File: src/rtl/prescaler_ce.sv
// Purpose : multi-channel programmable prescaler producing 1-cycle clock-enable strobes and 50%-duty toggles.
// Latency : first strobe is visible the cycle after edge E0+d (E0 = commit/sync edge), then every d enabled cycles.
// Backpr. : none; en_i freezes counting, loads are always captured into the shadow divisor.
//
// Ports:
//   clk_i     system clock, rising edge
//   rstn_i    asynchronous active-low reset
//   en_i      global count enable (counters and toggles hold when low)
//   sync_i    single-cycle phase-aligned restart of every channel
//   load_i    per-channel divisor load request
//   div_i     packed divisors, channel k at [k*WIDTH +: WIDTH]
//   strobe_o  one-cycle pulse per divided period
//   toggle_o  flips on each strobe (period 2*d)
//   pend_o    divisor captured but not yet committed
module prescaler_ce #(
    parameter int CHANNELS = 4,
    parameter int WIDTH    = 16
) (
    input  logic                      clk_i,
    input  logic                      rstn_i,
    input  logic                      en_i,
    input  logic                      sync_i,
    input  logic [CHANNELS-1:0]       load_i,
    input  logic [CHANNELS*WIDTH-1:0] div_i,
    output logic [CHANNELS-1:0]       strobe_o,
    output logic [CHANNELS-1:0]       toggle_o,
    output logic [CHANNELS-1:0]       pend_o
);

    localparam logic [WIDTH-1:0] ONE = WIDTH'(1);

    for (genvar k = 0; k < CHANNELS; k++) begin : g_ch
        logic [WIDTH-1:0] shadow_q, active_q, cnt_q;
        logic             pend_q, strobe_q, toggle_q;
        logic [WIDTH-1:0] shadow_d, active_d, cnt_d;
        logic             pend_d, strobe_d, toggle_d;
        logic [WIDTH-1:0] div;
        logic [WIDTH-1:0] staged;
        logic             idle;

        assign div    = div_i[k*WIDTH +: WIDTH];
        // Newest divisor seen by this channel: a same-cycle load beats the shadow copy.
        assign staged = load_i[k] ? div : shadow_q;
        assign idle   = (active_q == '0);

        always_comb begin
            shadow_d = staged;
            active_d = active_q;
            cnt_d    = cnt_q;
            pend_d   = pend_q;
            strobe_d = 1'b0;
            toggle_d = toggle_q;

            if (sync_i) begin
                // Restart all channels in phase, independent of en_i.
                if (pend_q || load_i[k]) begin
                    active_d = staged;
                end
                pend_d   = 1'b0;
                toggle_d = 1'b0;
                if (active_d != '0) begin
                    cnt_d = active_d - ONE;
                end
            end else if (idle) begin
                // An idle channel has no period to finish, so it commits at once.
                // A leftover pending value (loaded on the edge that idled the
                // channel) is treated the same way so it is never stranded.
                if (pend_q || load_i[k]) begin
                    active_d = staged;
                    if (staged != '0) begin
                        cnt_d = staged - ONE;
                    end
                end
                pend_d = 1'b0;
            end else begin
                if (load_i[k]) begin
                    pend_d = 1'b1;
                end
                if (en_i) begin
                    if (cnt_q == '0) begin
                        strobe_d = 1'b1;
                        toggle_d = ~toggle_q;
                        // Reload only at terminal count so no short/long period appears.
                        // A load arriving on this same edge stays pending for the next one.
                        if (pend_q) begin
                            active_d = shadow_q;
                            pend_d   = load_i[k];
                        end
                        // Committing 0 idles the channel; cnt is never loaded with 0-1.
                        if (active_d != '0) begin
                            cnt_d = active_d - ONE;
                        end
                    end else begin
                        cnt_d = cnt_q - ONE;
                    end
                end
            end
        end

        always_ff @(posedge clk_i or negedge rstn_i) begin
            if (!rstn_i) begin
                shadow_q <= '0;
                active_q <= '0;
                cnt_q    <= '0;
                pend_q   <= 1'b0;
                strobe_q <= 1'b0;
                toggle_q <= 1'b0;
            end else begin
                shadow_q <= shadow_d;
                active_q <= active_d;
                cnt_q    <= cnt_d;
                pend_q   <= pend_d;
                strobe_q <= strobe_d;
                toggle_q <= toggle_d;
            end
        end

        assign strobe_o[k] = strobe_q;
        assign toggle_o[k] = toggle_q;
        assign pend_o[k]   = pend_q;
    end

endmodule

File: config.mk
export PLATFORM = sky130hd
export DESIGN_NAME = prescaler_ce
export DESIGN_NICKNAME = d
export VERILOG_FILES = /design/src/rtl/prescaler_ce.sv
export SDC_FILE = /design/constraint.sdc
export NUM_CORES = 1
export LEC_CHECK = 0
export CORE_ASPECT_RATIO = 0.75
export CORE_MARGIN = 5
export CORE_UTILIZATION = 55
export DETAILED_ROUTE_END_ITERATION = 16
export GPL_ROUTABILITY_DRIVEN = 0
export PLACE_DENSITY = 0.78
export SYNTH_ARGS = -nofsm -noshare
export SYNTH_HDL_FRONTEND = slang
export SYNTH_SLANG_ARGS = --single-unit
File: constraint.sdc
create_clock -name clk_i -period 3.5 [get_ports clk_i]
set_clock_uncertainty 0.05 [all_clocks]
set_input_delay 0.525 -clock clk_i [delete_from_list [all_inputs] [get_ports clk_i]]
set_output_delay 0.525 -clock clk_i [all_outputs]
set_load 0.02 [all_outputs]
Yosys cells after proc, flatten, opt, wreduce, memory -nomap -nowiden
Cells that the tools add are included.
{"block": "word_totals", "elab_cells": 249, "inputBits": 72, "output_inout_bits": 12, "register_bits": 204}
{"block": "op_classes", "n_bitwise": 4, "eq_ne": 20, "mux": 136, "add_sub_neg": 16, "reduce_logical": 49}
{"cell": "$mux 16", "n": 80}
{"cell": "$sub 16x1->16 const B", "n": 16}
{"cell": "$reduce_bool 16->1", "n": 12}
{"cell": "$logic_not 16->1", "n": 8}
{"cell": "$mux 1", "n": 56}
{"cell": "$ne 3x2->1 const B", "n": 8}
{"cell": "$reduce_bool 3->1", "n": 8}
{"cell": "$reduce_and 5->1", "n": 4}
{"cell": "$ne 4x3->1 const B", "n": 4}
{"cell": "$reduce_and 3->1", "n": 4}
{"cell": "$reduce_bool 2->1", "n": 5}
{"cell": "$ne 2x1->1 const B", "n": 4}
{"cell": "$ne 2x2->1 const B", "n": 4}
{"cell": "$reduce_and 2->1", "n": 4}
{"cell": "$logic_or 1x1->1", "n": 4}
{"cell": "$not 1->1", "n": 4}

Depth between registers and ports, before layout
Gate-level depths: netlist of the first run.
{"block": "depth", "ltp_word": 11, "mapped_depth": 12, "mapped_depth_nobuf": 10}

Worst setup path before layout of the first run
OpenSTA, ideal clock, no wires.
{"block": "synth_path", "path_type": "input-to-reg", "from": "in load_i[1]", "to": "reg g_ch[1].cnt_q[12]", "setup_time_ns": 0.125, "n_path_buf": 3, "arrival_time_ns": 3.277, "setup_slack_ns": 0.048, "stages": 10, "path_cell_list": "buf_2 buf_2 buf_1 mux2_2 a22oi_1 ha_1 or3b_4 nor4_4 xor2_1 mux2_2"}
{"block": "synth_between", "elab_chain_cells": 6}
{"item": "start, declared", "line": "23", "rtl": "input logic [CHANNELS-1:0] load_i,"}
{"item": "$mux 16 or $logic_or 1x1->1 (tied branches)", "line": "43, 56, 68"}
{"item": "$sub 16x1->16 or $mux 16 (tied branches)", "line": "71, 56"}
{"item": "$mux 16 (on tied branches)", "line": "70, 54"}
{"item": "$mux 16 (tied with other cells)", "line": "68", "rtl": "if (pend_q || load_i[k]) begin"}
{"item": "$mux 16 (tied with other cells)", "line": "64", "rtl": "end else if (idle) begin"}
{"item": "$mux 16 or $reduce_and 5->1 (tied branches)"}
{"item": "end signal, assigned", "line": "111", "rtl": "cnt_q <= cnt_d;"}
{"item": "end, declared", "line": "33", "rtl": "logic [WIDTH-1:0] shadow_q, active_q, cnt_q;"}
Parallel ways exist; a longest one is shown, timed or not. The select of a mux whose other input is x is not followed.
A chain may end at the register's enable or synchronous reset.

Worst setup path in the final report of the first run
{"block": "layout_path", "from": "reg g_ch[1].active_q[5]", "to": "reg g_ch[1].cnt_q[12]"}
{"block": "layout_between", "elab_chain_cells": 11}
{"item": "start, declared", "line": "33"}
{"item": "start signal, assigned", "line": "110", "rtl": "active_q <= active_d;"}
{"item": "$mux 16", "line": "85", "rtl": "if (pend_q) begin"}
{"item": "$mux 16", "line": "80", "rtl": "if (cnt_q == '0) begin"}
{"item": "$mux 16", "line": "79", "rtl": "if (en_i) begin"}
{"item": "$mux 16", "line": "64"}
{"item": "$mux 16", "line": "54", "rtl": "if (sync_i) begin"}
{"item": "$sub 16x1->16", "line": "91", "rtl": "cnt_d = active_d - ONE;"}
{"item": "$mux 16", "line": "90", "rtl": "if (active_d != '0) begin"}
{"item": "$mux 16", "line": "80"}
{"item": "$mux 16", "line": "79"}
{"item": "$mux 16", "line": "64"}
{"item": "$mux 16", "line": "54"}
Parallel ways exist; a longest one is shown, timed or not. The select of a mux whose other input is x is not followed.

==> results of run 1 <==
## layout by cell type (no fill, tap or decap), types with 15 or more instances in the layout
cell type and n:
a21oi_1 68, a22oi_1 15, a32oi_1 21, buf_4 152, clkbuf_16 23, clkdlybuf4s50_1 81, dfrtp_1 204, inv_1 30
mux2_2 115, mux2i_1 93, nand2_1 99, nand2b_1 15, nand3_1 21, nand4_1 24, nor2_1 178, nor3_1 55
nor4_1 43, o21ai_0 46, o21ai_1 22, o22ai_1 26, o31ai_1 22, xnor2_1 26, xor2_1 24
## through the flow
stage                     util [%]  setup slack (ps)  hold WS, ps  cell area [um^2]  cells
after CTS                     67.8               116          461             16300   1964
final                         67.9               109          461             16300   1964
after detailed placement      64.4              -130          448             15400   1922
after global placement        64.4             -62.6          447             15400   1922
after floorplan                  -              48.0          179             13400   1451
after global routing          67.9              7.79          501             16300   1964
## state kept, by name, summed over array words and instances, names as in the netlist
name           flops
g_ch.active_q     64
g_ch.cnt_q        64
g_ch.shadow_q     64
g_ch.pend_q        4
g_ch.strobe_q      4
g_ch.toggle_q      4
## worst max-delay path: cells and delay by family (launching register included)
| kind | cells | cell delay (ps) |
|---|---|---|
| compound gates | 2 | 430 |
| flops | 1 | 400 |
| xor+xnor | 1 | 100 |
| simple gates | 4 | 1800 |
| mux | 1 | 270 |
| fa+ha+maj | 1 | 220 |
## per-layer routing
| metal | vias up | global-route usage, % | share of wire (%) |
|---|---|---|---|
| met1 | 6134 | 44.3 | 44 |
| met5 | - | 0 | 0 |
| met4 | 0 | 7.63 | 3.0 |
| met3 | 115 | 5.72 | 11 |
| li1 | 5773 | - | - |
| met2 | 774 | 41.5 | 42 |
## final timing paths
kind	depth (start not counted)	to	slack, ps
max	9	g_ch[1].cnt_q[12]$_DFFE_PN0P_	110
min	1	g_ch[2].cnt_q[15]$_DFFE_PN0P_	460
max reg2reg	9	g_ch[1].cnt_q[12]$_DFFE_PN0P_	110
min reg2reg	1	g_ch[2].cnt_q[15]$_DFFE_PN0P_	460
max in group asynchronous	3	g_ch[2].cnt_q[9]$_DFFE_PN0P_	1960
min in group asynchronous	2	g_ch[1].active_q[4]$_DFFE_PN0P_	520
## power breakdown
part	total [mW]	internal, mW	switching, mW	leakage, nW
combinational	2.13	0.992	1.14	3.95
sequential	3.14	2.73	0.406	2.40
clock	2.62	1.62	0.999	0.409
total	7.89	5.35	2.55	6.76
## cell type report
class	instances	area share, %
inverters	32	0.738
clock buffers	30	4.07
repair buffers	242	13.0
multi-input cells	1114	47.3
flip-flops and latches	204	31.4
clock inverters	11	0.991
well taps	331	2.54
## repair_timing
| action | CTS | global route |
|---|---|---|
| endpoints found under the hold margin | 59 | 0 |
| resized for setup | 0 | 4 |
| hold buffers | 1 | 0 |
| setup endpoints to repair | 0 | 4 |
## logic make-up (layout without fill, tap and decap cells)
logic type,Yosys count,count (layout),share of synthesized area [%]
simple gates,503,503,19.0
fa+ha+maj,4,4,0.375
mux,215,215,17.3
buf+inv,133,315,4.35
flops,204,204,38.2
compound gates,342,342,17.5
xor+xnor,50,50,3.28
==> impl_metrics.json, run 1 <==
{
  "die_y_um": 145,
  "cpPeakStageDelay_ps": 590,
  "tightest_slew_ps": 871,
  "cpMostUsedCell": "or4_4",
  "drt-total-wl_mm": 41.0,
  "first_global_vias": 12328,
  "worstPathCellList": "or4_4, or4_4, o31ai_4, a2bb2oi_2, ha_2, or3b_4, nor4_4, xor2_1, mux2_2",
  "cpMaxStageDelayCell": "or4_4",
  "synth.most_common_cell": "dfrtp_1",
  "cts_tree": "built",
  "synth_commonest_cells": "204 x dfrtp_1, 178 x nor2_1, 115 x mux2_2",
  "holdCritPathClass": "reg2reg",
  "n_antenna_cell": 0,
  "wire_per_inst_um": 20.9,
  "dr.pass1.iters": 5,
  "multi_input_area_um2": 7700,
  "p_per_area_nw_per_um2": 485,
  "finalHoldViolCount": 0,
  "gr-usage-all-layers_pct": 28.8,
  "start_kind": "flip-flop",
  "relSlewSlack_pct": 41.5,
  "ant_nets": 0,
  "insertion_delay_ps": 510,
  "worstSetupStartpoint": "g_ch[1].active_q[5]$_DFFE_PN0P_",
  "synth.area.top_cells": "dfrtp_1 38%, mux2_2 9.7%, mux2i_1 7.0%",
  "nets": 1693,
  "ys_ff_latch": 204,
  "synth_edf_count": 0,
  "die_area_um2": 27500,
  "drc_errors": 0,
  "register_area_um2": 5100,
  "slew_viol_final": 0,
  "fin_tns_setup_ps": 0,
  "vias": 12796,
  "syn_to_final_growth_pct": 21.9,
  "fmax_mhz": 295,
  "cts.htree.levels": 1,
  "clock-sinks": 204,
  "async_flop_share_pct": 100,
  "clkSlewWorstSetupHoldPaths_ps": 60,
  "syn_inst": 1451,
  "grt_overflow_total": 0,
  "dp_hpwl_mm": 30.4,
  "min-delay-start": "g_ch[2].cnt_q[15]$_DFFE_PN0P_",
  "antenna_found_initial": 0,
  "cts_setup_buffers": 0,
  "synth_area_per_cell_um2": 9.20,
  "setup_viol": 0,
  "portBuffers": 83,
  "fin_crit_sh_pct": 96.9,
  "yosysWarnings": 0,
  "rsz0062_at_grt": "false",
  "reg2reg_from": "g_ch[1].active_q[5]$_DFFE_PN0P_",
  "finalPower_mw": 7.89,
  "core-area_um2": 24000,
  "power_leakage_nw": 6.76,
  "peakVddDrop_mv": 0.381,
  "cts_buffer_depth": 3,
  "die_w_um": 190,
  "syn-num-nets": 1527,
  "grt_max_degree": 71,
  "synth_area_um2": 13400,
  "drive_gt1_share_pct": 21.2,
  "cp-end-kind": "flip-flop",
  "fill_cells": 1820,
  "synth_cell_types": 80,
  "worstPathRequired_ps": 3840,
  "detail_route.vias_per_cell": 6.52,
  "synth.top_cell.area_share_pct": 38.2,
  "grt_pass1_wl_mm": 66.5,
  "rows": 49,
  "maxCapViolCount": 0,
  "crit_path_max_fanout": 3,
  "critPathKind": "reg2reg",
  "synth_top_flop_cell": "dfrtp_1",
  "fin_crit_ps": 3390,
  "drt_iter0_drc": 1607,
  "status": "completed",
  "yosys.area.top_type": "dfrtp_1",
  "ios": 84,
  "seq_area_frac_synth_pct": 38.2,
  "critPathArrivalTime_ps": 3730,
  "root_buffer": "clkbuf_16",
  "numCtsBuffers": 23,
  "initial_core_util_pct": 55.7
}
Note: power is estimated with default switching activity, not from simulation.
==> inputs of run 2 (changes only) <==
--- a/config.mk
+++ b/config.mk
@@ -5,12 +5,13 @@
 export SDC_FILE = /design/constraint.sdc
 export NUM_CORES = 1
 export LEC_CHECK = 0
+export ABC_CLOCK_PERIOD_IN_PS = 3500
 export CORE_ASPECT_RATIO = 0.75
 export CORE_MARGIN = 5
 export CORE_UTILIZATION = 55
 export DETAILED_ROUTE_END_ITERATION = 16
 export GPL_ROUTABILITY_DRIVEN = 0
-export PLACE_DENSITY = 0.78
+export PLACE_DENSITY_LB_ADDON = 0.15
 export SYNTH_ARGS = -nofsm -noshare
 export SYNTH_HDL_FRONTEND = slang
 export SYNTH_SLANG_ARGS = --single-unit
==> run 2 against run 1 <==
Effect of this change:
- die area unchanged
- sequential power about the same
- critical path depth up 2
- maximum frequency grew 0.92%
- routed wire length shrank 1.4%
- via count down 1.5%
- global-route usage down 0.14 points
- sequential share of layout area grew 0.38 points
- utilization fell by 0.81 points
- critical path type unchanged
==> impl_metrics.json, run 2 (same netlist as run 1, synthesis figures left out) <==
{
  "clock-sinks": 204,
  "n_antenna_cell": 0,
  "syn_to_final_growth_pct": 20.4,
  "reg2reg_from": "g_ch[1].active_q[6]$_DFFE_PN0P_",
  "numCtsBuffers": 23,
  "ant_nets": 0,
  "start_kind": "flip-flop",
  "fin_crit_sh_pct": 96.0,
  "die_w_um": 190,
  "timing.rr.end": "g_ch[1].cnt_q[12]$_DFFE_PN0P_",
  "fin_tns_setup_ps": 0,
  "maxCapViolCount": 0,
  "root_buffer": "clkbuf_16",
  "portBuffers": 83,
  "sw_frac_of_total_pct": 33.1,
  "critPathCapture": "g_ch[1].cnt_q[12]$_DFFE_PN0P_",
  "dp_cells": 1919,
  "die_y_um": 145,
  "power_leakage_nw": 6.66,
  "gr-usage-all-layers_pct": 28.7,
  "drive_gt1_share_pct": 20.4,
  "clkPwrFrac_pct": 29.9,
  "fin_hold_ws_ps": 21.6,
  "grt_pass1_wl_mm": 66.0,
  "place_area_um2": 15400,
  "drt-total-wl_mm": 40.4,
  "rrSetupSlack_ps": 140,
  "initial_core_util_pct": 55.7,
  "slew_viol_final": 0,
  "cts_tree": "built",
  "dp_hpwl_mm": 30.0,
  "tightest_slew_ps": 819,
  "core-area_um2": 24000,
  "fill_cells": 1926,
  "relSlewSlack_pct": 45.2,
  "crit_path_max_fanout": 6,
  "p_sw_mw": 2.48,
  "fin_area_um2": 16100,
  "p_per_area_nw_per_um2": 465,
  "layout_common_cells": "204 x dfrtp_1, 178 x nor2_1, 152 x buf_4, 115 x mux2_2, 99 x nand2_1",
  "worstSetupStartpoint": "g_ch[1].active_q[6]$_DFFE_PN0P_",
  "grt_max_degree": 85,
  "instances_no_fill": 1955,
  "holdCritPathClass": "in2async",
  "fin_crit_ps": 3360,
  "first_global_vias": 12203,
  "p_int_mw": 5.00,
  "setup_viol": 0,
  "drt_iter0_drc": 1381,
  "status": "completed",
  "rr_worst_depth": 11,
  "p_comb_share_pct": 28.3,
  "dr.pass1.iters": 5,
  "final.setup.worst_slack_ps": 140,
  "holdBufCountCts": 0,
  "vias": 12609,
  "die_area_um2": 27500,
  "rsz0062_at_grt": "false",
  "final_util_pct": 67.1,
  "finalPower_mw": 7.48,
  "seqPwrFrac_pct": 41.8,
  "finalHoldViolCount": 0,
  "nets": 1692,
  "critPathKind": "reg2reg",
  "worstPathRequired_ps": 3850,
  "ios": 84,
  "peakVddDrop_mv": 0.340,
  "antenna_found_initial": 0,
  "drc_errors": 0,
  "wire_per_inst_um": 20.7,
  "reg.largest.list": "g_ch.active_q x64, g_ch.cnt_q x64, g_ch.shadow_q x64",
  "detail_route.vias_per_cell": 6.45,
  "critPathArrivalTime_ps": 3710,
  "final_common_cell": "dfrtp_1",
  "insertion_delay_ps": 520,
  "rows": 49,
  "fmax_mhz": 298,
  "cts_buffer_depth": 3,
  "dp_slack_ps": -155,
  "cts.htree.levels": 1,
  "clkSlewWorstSetupHoldPaths_ps": 60,
  "cp-end-kind": "flip-flop",
  "grt_overflow_total": 0
}
## run 2: changes by cell type in the layout (fill, tap and decap cells not counted), moves of 3 or more
cell       before  now
clkbuf_8        7    2
clkbuf_1        1    7
clkinv_2        5    1
bufinv_16       4    1
## run 2: cell type report
cell class	count	area, um^2	share of cell area (%)
Multi-Input combinational cell	1114	7700	47.9
Clock inverter	2	35.0	0.218
Inverter	32	120	0.747
Timing Repair Buffer	241	2100	13.0
Clock buffer	31	616	3.83
Sequential cell	204	5100	31.7
Tap cell	331	414	2.57
## run 2: worst min-delay path by stage
stage | to | from | slack, ps
after floorplan | g_ch[0].active_q[0]$_DFFE_PN0P_ | rstn_i | 180
after global placement | g_ch[3].cnt_q[13]$_DFFE_PN0P_ | g_ch[3].cnt_q[13]$_DFFE_PN0P_ | 450
after detailed placement | g_ch[3].cnt_q[10]$_DFFE_PN0P_ | g_ch[3].cnt_q[10]$_DFFE_PN0P_ | 460
after CTS | g_ch[1].shadow_q[0]$_DFF_PN0_ | rstn_i | 40
after global routing | g_ch[1].shadow_q[0]$_DFF_PN0_ | rstn_i | 80
final | g_ch[1].shadow_q[0]$_DFF_PN0_ | rstn_i | 20
## run 2: layer usage
layer / vias up / GRT usage [%] / wire length (um)
met2: 652 / 41.7 / 17300
met1: 6101 / 44.9 / 18500
met4: 0 / 5.78 / 864
met5: - / 0 / 0
met3: 100 / 5.21 / 3770
li1: 5756 / - / -
## run 2: repair_timing
action                                  4_1_cts  5_1_grt
endpoints found under the setup margin        0       11
resized for setup                             0        4
buffers inserted                              0        3
## run 2: critical path, stage by stage, from the launching register on
cell	delay [ps]
dfrtp_1	420
or4_1	590
buf_4	190
nor4_4	230
buf_4	180
a31oi_1	100
a22oi_2	220
ha_1	230
or3b_4	420
nor4_4	230
xor2_1	100
mux2_2	270
## run 2: power by group through the flow
stage / sequential, mW / clock [mW] / combinational (mW)
finish: 3.13 / 2.24 / 2.11
global route: 3.17 / 2.38 / 2.30
detailed placement: 3.15 / 0 / 2.07
floorplan: 2.99 / 0 / 1.37
global placement: 3.14 / 0 / 2.02
CTS: 3.11 / 2.29 / 2.08
==> inputs of run 3 (changes only) <==
--- a/config.mk
+++ b/config.mk
@@ -8,10 +8,11 @@
 export ABC_CLOCK_PERIOD_IN_PS = 3500
 export CORE_ASPECT_RATIO = 0.75
 export CORE_MARGIN = 5
-export CORE_UTILIZATION = 55
+export CORE_UTILIZATION = 35
 export DETAILED_ROUTE_END_ITERATION = 16
 export GPL_ROUTABILITY_DRIVEN = 0
 export PLACE_DENSITY_LB_ADDON = 0.15
+export SKIP_LAST_GASP = 1
 export SYNTH_ARGS = -nofsm -noshare
 export SYNTH_HDL_FRONTEND = slang
 export SYNTH_SLANG_ARGS = --single-unit
==> run 3 against run 2 <==
Effect of this change:
- critical path depth fell by 1
- sequential share of layout area fell by 0.99 points
- non-clock buffer count rose by 14
==> impl_metrics.json, run 3 (same netlist as run 1, synthesis figures left out) <==
{
  "status": "completed",
  "first_global_vias": 12034,
  "power_leakage_nw": 6.81,
  "cts_buffer_depth": 3,
  "nets": 1708,
  "dr.pass1.iters": 5,
  "die_area_um2": 42200,
  "multi_input_area_um2": 7710,
  "setup_viol": 0,
  "ios": 84,
  "finalHoldViolCount": 0,
  "rows": 62,
  "drt-total-wl_mm": 44.1,
  "die_w_um": 236,
  "cts.htree.levels": 1,
  "layout_common_cells": "204 x dfrtp_1, 178 x nor2_1, 165 x buf_4, 115 x mux2_2, 99 x nand2_1",
  "dp_cells": 2115,
  "gr-usage-all-layers_pct": 20.5,
  "cpPeakStageDelay_ps": 630,
  "grt_overflow_total": 0,
  "cts_tree": "built",
  "met1_usage_pct": 32.3,
  "detail_route.vias_per_cell": 5.74,
  "drc_errors": 0,
  "start_kind": "flip-flop",
  "syn_to_final_growth_pct": 24.3,
  "p_per_area_nw_per_um2": 478,
  "drive_gt1_share_pct": 21.7,
  "critPathKind": "reg2reg",
  "fin_tns_setup_ps": 0,
  "wire_per_inst_um": 20.4,
  "final_common_cell": "dfrtp_1",
  "grt.busiest_layer": "met1",
  "grt_pass1_wl_mm": 70.5,
  "tightest_slew_ps": 842,
  "grt_max_degree": 95,
  "root_buffer": "clkbuf_16",
  "portBuffers": 83,
  "core-area_um2": 38000,
  "fmax_mhz": 294,
  "reg.largest.list": "g_ch.active_q x64, g_ch.cnt_q x64, g_ch.shadow_q x64",
  "numCtsBuffers": 25,
  "critPathArrivalTime_ps": 3780,
  "fin_crit_sh_pct": 97.2,
  "slew_viol_final": 0,
  "worstPathCellList": "or4_1, or4_4, o31ai_4, a2bb2oi_2, ha_2, or3b_4, buf_4, nor2_2, xnor2_1, mux2_2",
  "die_y_um": 179,
  "cpMaxStageDelayCell": "or4_1",
  "fin_crit_ps": 3400,
  "ant_nets": 0,
  "clock-sinks": 204,
  "place_area_um2": 15700,
  "vias": 12397,
  "peakVddDrop_mv": 0.325,
  "fill_cells": 3714,
  "maxCapViolCount": 0,
  "worstPathRequired_ps": 3880,
  "fin_area_um2": 16600,
  "cp-end-kind": "flip-flop",
  "initial_core_util_pct": 35.1,
  "crit_path_max_fanout": 4,
  "use_met2_pct": 29.5,
  "dp_hpwl_mm": 33.3,
  "n_antenna_cell": 0,
  "insertion_delay_ps": 540,
  "relSlewSlack_pct": 43.7,
  "register_area_um2": 5100,
  "instances_no_fill": 2160,
  "met3_usage_pct": 3.48,
  "holdCritPathClass": "reg2reg",
  "drt_iter0_drc": 1013,
  "antenna_found_initial": 0,
  "clkSlewWorstSetupHoldPaths_ps": 60
}
-- run 3: changes by cell type in the layout (fill, tap and decap cells not counted), moves of 2 or more --
cell	before	now
clkinv_2	1	4
buf_4	152	165
clkbuf_16	23	25
clkbuf_8	2	6
-- run 3: what timing repair did --
item / CTS / global route
setup endpoints to repair: 0 / 4
endpoints found under the hold margin: 11 / 0
hold buffers: 1 / 0
setup buffers: 0 / 1
resized for setup: 0 / 5
-- run 3: layout make-up --
type / instances / share of cell area [%]
Clock inverter: 6 / 0.482
Multi-Input combinational cell: 1114 / 46.4
Sequential cell: 204 / 30.7
Clock buffer: 37 / 4.40
Timing Repair Buffer: 255 / 13.3
Inverter: 32 / 0.723
Tap cell: 512 / 3.86
-- run 3: per-stage QoR --
step                      util (%)  hold WS (ps)  power [mW]  setup slack, ps
after floorplan                  -           179        4.37             48.0
after global placement        41.4           449        5.29             -113
after global routing          43.7           504        8.37            -29.5
after CTS                     43.6           469        7.98             41.0
final                         43.7           467        7.93             96.6
after detailed placement      41.4           453        5.31             -135
-- run 3: path summary, 6_finish.rpt --
| check | from | to | slack, ps | cells past startpoint |
|---|---|---|---|---|
| min in group asynchronous | rstn_i | g_ch[1].shadow_q[5]$_DFF_PN0_ | 550 | 2 |
| setup reg to reg | g_ch[1].active_q[6]$_DFFE_PN0P_ | g_ch[1].cnt_q[6]$_DFFE_PN0P_ | 100 | 10 |
| max in group asynchronous | rstn_i | g_ch[0].active_q[14]$_DFFE_PN0P_ | 1960 | 3 |
| setup / recovery | g_ch[1].active_q[6]$_DFFE_PN0P_ | g_ch[1].cnt_q[6]$_DFFE_PN0P_ | 100 | 10 |
| hold / removal | g_ch[3].cnt_q[13]$_DFFE_PN0P_ | g_ch[3].cnt_q[13]$_DFFE_PN0P_ | 470 | 2 |
| hold reg to reg | g_ch[3].cnt_q[13]$_DFFE_PN0P_ | g_ch[3].cnt_q[13]$_DFFE_PN0P_ | 470 | 2 |
-- run 3: critical path, delay by kind of cell, from the launching register on --
kind	cells	cell delay, ps
and+or+nand+nor	4	1610
buffers and inverters	1	160
xor gates and xnor gates	1	70
muxes	1	290
DFF	1	420
adders and majority gates	1	230
AOI/OAI and AO/OA	2	470
-- run 3: report_power, final --
group	total, mW	internal [mW]	switching (mW)
Combinational	2.18	1.02	1.16
Sequential	3.13	2.73	0.400
Clock	2.62	1.58	1.04
Total	7.93	5.33	2.60
-- run 3: routing by layer --
| layer | wire, um | vias to the layer above |
|---|---|---|
| li1 | - | 5804 |
| met1 | 22400 | 6125 |
| met2 | 18200 | 427 |
| met3 | 2770 | 41 |
| met4 | 749 | 0 |
| met5 | 0 | - |
